`config.mk`:
```
export PLATFORM = sky130hd
export DESIGN_NAME = mem_port_arbiter
export DESIGN_NICKNAME = d
export VERILOG_FILES = /design/src/rtl/mem_port_arbiter.sv
export SDC_FILE = /design/constraint.sdc
export NUM_CORES = 1
export LEC_CHECK = 0
export BUFFER_PORTS_ARGS = -buffer_cell sky130_fd_sc_hd__buf_2
export CORE_MARGIN = 3
export CORE_UTILIZATION = 51
export DETAILED_ROUTE_END_ITERATION = 7
export PLACE_DENSITY_LB_ADDON = 0.1
export SLEW_MARGIN = 20
export SYNTH_ARGS = -nofsm -noshare
export SYNTH_HDL_FRONTEND = slang
export SYNTH_SLANG_ARGS = --single-unit
export TNS_END_PERCENT = 30
```
`constraint.sdc`:
```
create_clock -name clk -period 5.8 [get_ports clk]
set_clock_uncertainty 0.15 [all_clocks]
set_input_delay 1.16 -clock clk [delete_from_list [all_inputs] [get_ports clk]]
set_output_delay 1.16 -clock clk [all_outputs]
set_load 0.01 [all_outputs]
```
`src/rtl/mem_port_arbiter.sv`:
```
// Arbitrates a single-ported unified memory between instruction fetch and data ports.
// Round-robin on ties; each transfer takes LAT access cycles followed by a one-cycle ack.
`timescale 1ns/1ps
module mem_port_arbiter #(
  parameter int N   = 32,
  parameter int AW  = 5,
  parameter int LAT = 2
) (
  input  logic          clk,
  input  logic          reset,
  input  logic          if_req,
  input  logic [AW-1:0] if_addr,
  output logic          if_ack,
  output logic [N-1:0]  if_rdata,
  input  logic          d_req,
  input  logic          d_we,
  input  logic [AW-1:0] d_addr,
  input  logic [N-1:0]  d_wdata,
  output logic          d_ack,
  output logic [N-1:0]  d_rdata,
  output logic [AW-1:0] mem_addr,
  output logic          mem_we,
  output logic [N-1:0]  mem_wdata,
  input  logic [N-1:0]  mem_rdata,
  output logic          busy,
  output logic          grant_d
);

  typedef enum logic [1:0] {IDLE, ACCESS, DONE} state_t;

  state_t          r_state;
  state_t          w_next;
  logic [2:0]      r_cnt;
  logic            r_grant_d;
  logic [AW-1:0]   r_addr;
  logic            r_we;
  logic [N-1:0]    r_wdata;
  logic [N-1:0]    r_if_rdata;
  logic [N-1:0]    r_d_rdata;
  logic            w_any_req;
  logic            w_take_d;
  logic            w_last;

  // On a tie, data wins only if fetch was served last.
  assign w_any_req = if_req | d_req;
  assign w_take_d  = d_req & (~if_req | ~r_grant_d);
  assign w_last    = (r_cnt == 3'(LAT - 1));

  // NOTE: every always_comb output gets a default first so no path leaves it unassigned (no latch).
  always_comb begin
    w_next = r_state;
    case (r_state)
      IDLE:    if (w_any_req) w_next = ACCESS;
      ACCESS:  if (w_last)    w_next = DONE;
      DONE:    w_next = IDLE;
      default: w_next = IDLE;
    endcase
  end

  // NOTE: sequential state uses non-blocking assignments; reset is asynchronous, active-high.
  always_ff @(posedge clk or posedge reset) begin
    if (reset) r_state <= IDLE;
    else       r_state <= w_next;
  end

  always_ff @(posedge clk or posedge reset) begin
    if (reset) begin
      r_cnt      <= '0;
      r_grant_d  <= 1'b1;
      r_addr     <= '0;
      r_we       <= 1'b0;
      r_wdata    <= '0;
      r_if_rdata <= '0;
      r_d_rdata  <= '0;
    end else begin
      case (r_state)
        IDLE: begin
          if (w_any_req) begin
            r_grant_d <= w_take_d;
            r_addr    <= w_take_d ? d_addr : if_addr;
            r_we      <= w_take_d & d_we;
            r_wdata   <= d_wdata;
            r_cnt     <= '0;
          end
        end
        ACCESS: begin
          if (w_last) begin
            r_cnt <= '0;
            if (!r_grant_d)  r_if_rdata <= mem_rdata;
            else if (!r_we)  r_d_rdata  <= mem_rdata;
          end else begin
            r_cnt <= r_cnt + 3'd1;
          end
        end
        default: ;
      endcase
    end
  end

  // Address and data come straight from the grant-time registers, so they hold outside ACCESS.
  assign mem_addr  = r_addr;
  assign mem_wdata = r_wdata;
  assign mem_we    = (r_state == ACCESS) && r_we && (r_cnt == 3'd0);
  assign if_ack    = (r_state == DONE) && !r_grant_d;
  assign d_ack     = (r_state == DONE) &&  r_grant_d;
  assign if_rdata  = r_if_rdata;
  assign d_rdata   = r_d_rdata;
  assign busy      = (r_state != IDLE);
  assign grant_d   = r_grant_d;

endmodule
```
==> flow_summary_export.csv <==
group,metric,value,unit
run_status,run_status,"complete, no violations",
grt,grt_usage,0.201,
worst_hold_path,hp-class,"flip-flop to flip-flop",
synth,ys_async_sr_fraction,1.00,
clock_tree,cts_tree,"built",
sta,finalCriticalPeriod,2.65,ns
clock_tree,numCtsBuffers,9,
grt,grt_pass1_vias,2998,
route,drt-initial-drc-count,71,
synth,synth_edf_count,0,
finish,fin_cells,552,
grt,busiest_layer,"met2",
critical_path,crit_slowest_cell,"dfrtp_1",
grt,grt-ovfl-total,0,
critical_path,worstSetupPathType,"flip-flop to output port",
synth,yosysUniqueCellTypes,27,
synth,synth_area_per_cell,16.8,sq um
route,wirelength,9270,microns
power,finalPower,3.25,mW
finish,drive_above_1_share,0.704,
sta,setup_viol,0,
critical_path,path_delay_family,"simple AND/OR/NAND/NOR gates",
finish,ff_latch_area,2700,sq um
finish,insertedDiodeCount,0,
run,cap_violations,0,
clock_tree,clk_path_buf_depth,2,
clock_tree,post_cts_buffers,0,
synth,synth_ff_type,"dfrtp_1",
clock_tree,htree_levels,3,
finish,multi_input_area,1510,sq um
sta,max_freq,0.377,GHz
sta,fin_tns_setup,0,ns
sta,final_max_slew_viol_count,0,
clock_tree,clk_pin_slew_worst_paths,0.10,ns
finish,layout_commonest_cell,"buf_2",
die,core-area,7970,sq um
die,io_pins,185,
critical_path,path_max_fanout,6,
place,hpwl,6910,microns
finish,syn_to_final_growth,27.8,%
grt,grt_max_degree,72,
power,p_leak,2.79,nW
route,vias,2809,
synth,synth_top_cell_by_area,"dfrtp_1",
route,antenna_left,0,
synth,ys_seq_area_frac,0.625,
place,gp_congestion,0.797,
sta,worst_hold_slack,0.360,ns
grt,grt_use_met3,0.0736,
place,place_inst,536,
grt,grtUsageMet2,0.323,
synth,yosys_warnings,0,
critical_path,arrival,1.34,ns
synth,ys_ff_latch,108,
clock_tree,cts_resized,0,
clock_tree,cts-hold-fix-buffers,0,
place,placement.io_buffers,184,
clock_tree,cts_root_buffer,"clkbuf_8",
power,p_per_area,588,nW/um^2
route,drc_errors,0,
critical_path,critPathBufInv,1,
die,rows,32,
die,initial_utilization,0.543,
sta,fin_crit_sh,0.458,
route,routedWlPerCell,16.8,microns
synth,synth.cell_area,4330,sq um
grt,antenna_found_initial,0,
route,vias_per_cell,5.09,
clock_tree,cts_sinks,108,
die,die_w,98.1,microns
grt,grt_pass1_wl,15300,microns
critical_path,start_kind,"flip-flop",
critical_path,required,4.49,ns
finish,fillCellCount,611,
synth,syn_inst,257,
route,dr.pass1.iters,5,
synth,yosysTopAreaCellShare,0.619,
critical_path,critPathMaxStageDelay,0.41,ns
finish,fin_nets,524,
sta,hold_viol,0,
clock_tree,clk_latency,0.37,ns
synth,synth.area.top_cells,"dfrtp_1, mux2_2, mux2_4, buf_12, buf_2",
sta,worstMarginPinSlew,0.847,ns
die,die_area,9620,sq um
sta,slew_headroom,0.435,
critical_path,worstPathCellList,"nand2b_1, nor3_1, buf_2",
power,vdd_drop_max,339,uV
die,fp.dieH,98.1,microns
synth,synth_nets,336,
critical_path,endpoint_kind,"output port",
finish,final_util,0.694,
sta,rsz0062_at_grt,"no",
finish,layout_common_cells,"buf_2, dfrtp_1, mux2_2, mux2_4, clkbuf_8",
grt,met1_usage,0.254,
## worst register-to-register path: cells and delay by family (launching register included)
| kind | cells | cell delay, ns |
|---|---|---|
| multiplexers | 1 | 0.36 |
| AND/OR/NAND/NOR | 2 | 0.92 |
| flip-flops | 1 | 0.46 |
| buffers and inverters | 1 | 0.35 |
## worst paths after layout
check / start / endpoint / slack (ns) / cells past startpoint
worst max-delay path: r_state[1] / mem_we / 3.15 / 3
worst min-delay path: d_rdata[30] / d_rdata[30] / 0.36 / 1
worst max register to register: r_cnt[0] / if_rdata[11] / 3.45 / 4
worst min register to register: d_rdata[30] / d_rdata[30] / 0.36 / 1
max in group asynchronous: reset / d_rdata[24] / 3.67 / 3
min in group asynchronous: reset / mem_wdata[2] / 0.81 / 2
## per-stage QoR
stage,cell area [sq um],worst slack [ns]
after CTS,5530,3.13
after detailed placement,5300,3.21
after floorplan,4330,1.65
final,5530,3.15
after global routing,5530,3.03
after global placement,5300,3.23
## flip-flops by register name, indices dropped and copies added, names as in the netlist
signal,flops
r_we,1
if_rdata,32
d_rdata,32
r_cnt,3
r_state,2
mem_addr,5
grant_d,1
mem_wdata,32
## cell usage after synthesis, types with 2 or more instances
library cell,instances
o21ai_0,2
nor3_1,2
inv_1,3
o2bb2ai_1,3
mux2_4,30
buf_12,3
nor2_1,3
mux2_2,77
dfrtp_1,107
buf_2,7
nand2_1,4
## metal layers
metal / vias up / routed length, microns
li1: 1283 / -
met4: 0 / 168
met5: - / 0
met3: 12 / 828
met2: 129 / 4320
met1: 1385 / 3950
## kinds of logic after synthesis
kind of cell / Yosys count / share of synthesized area
AND/OR/NAND/NOR: 16 / 0.0226
AO/OA/AOI/OAI: 11 / 0.0188
buffers and inverters: 14 / 0.0272
multiplexers: 107 / 0.305
XOR/XNOR: 1 / 0.00202
flip-flops: 108 / 0.625
## final cells by class
type | count | area share
clock buffers | 9 | 0.0224
well taps | 102 | 0.0231
repair buffers | 188 | 0.172
clock inverters | 7 | 0.0192
multi-input cells | 135 | 0.272
inverters | 3 | 0.00249
flip-flops and latches | 108 | 0.489
## power breakdown
| group | switching, mW | internal (mW) | leakage, nW | total, mW |
|---|---|---|---|---|
| logic | 0.623 | 0.769 | 1.41 | 1.39 |
| registers | 0.212 | 1.14 | 1.27 | 1.35 |
| clock network | 0.260 | 0.251 | 0.116 | 0.510 |
| total | 1.10 | 2.16 | 2.79 | 3.25 |
Note: power is estimated with default switching activity, not from simulation.
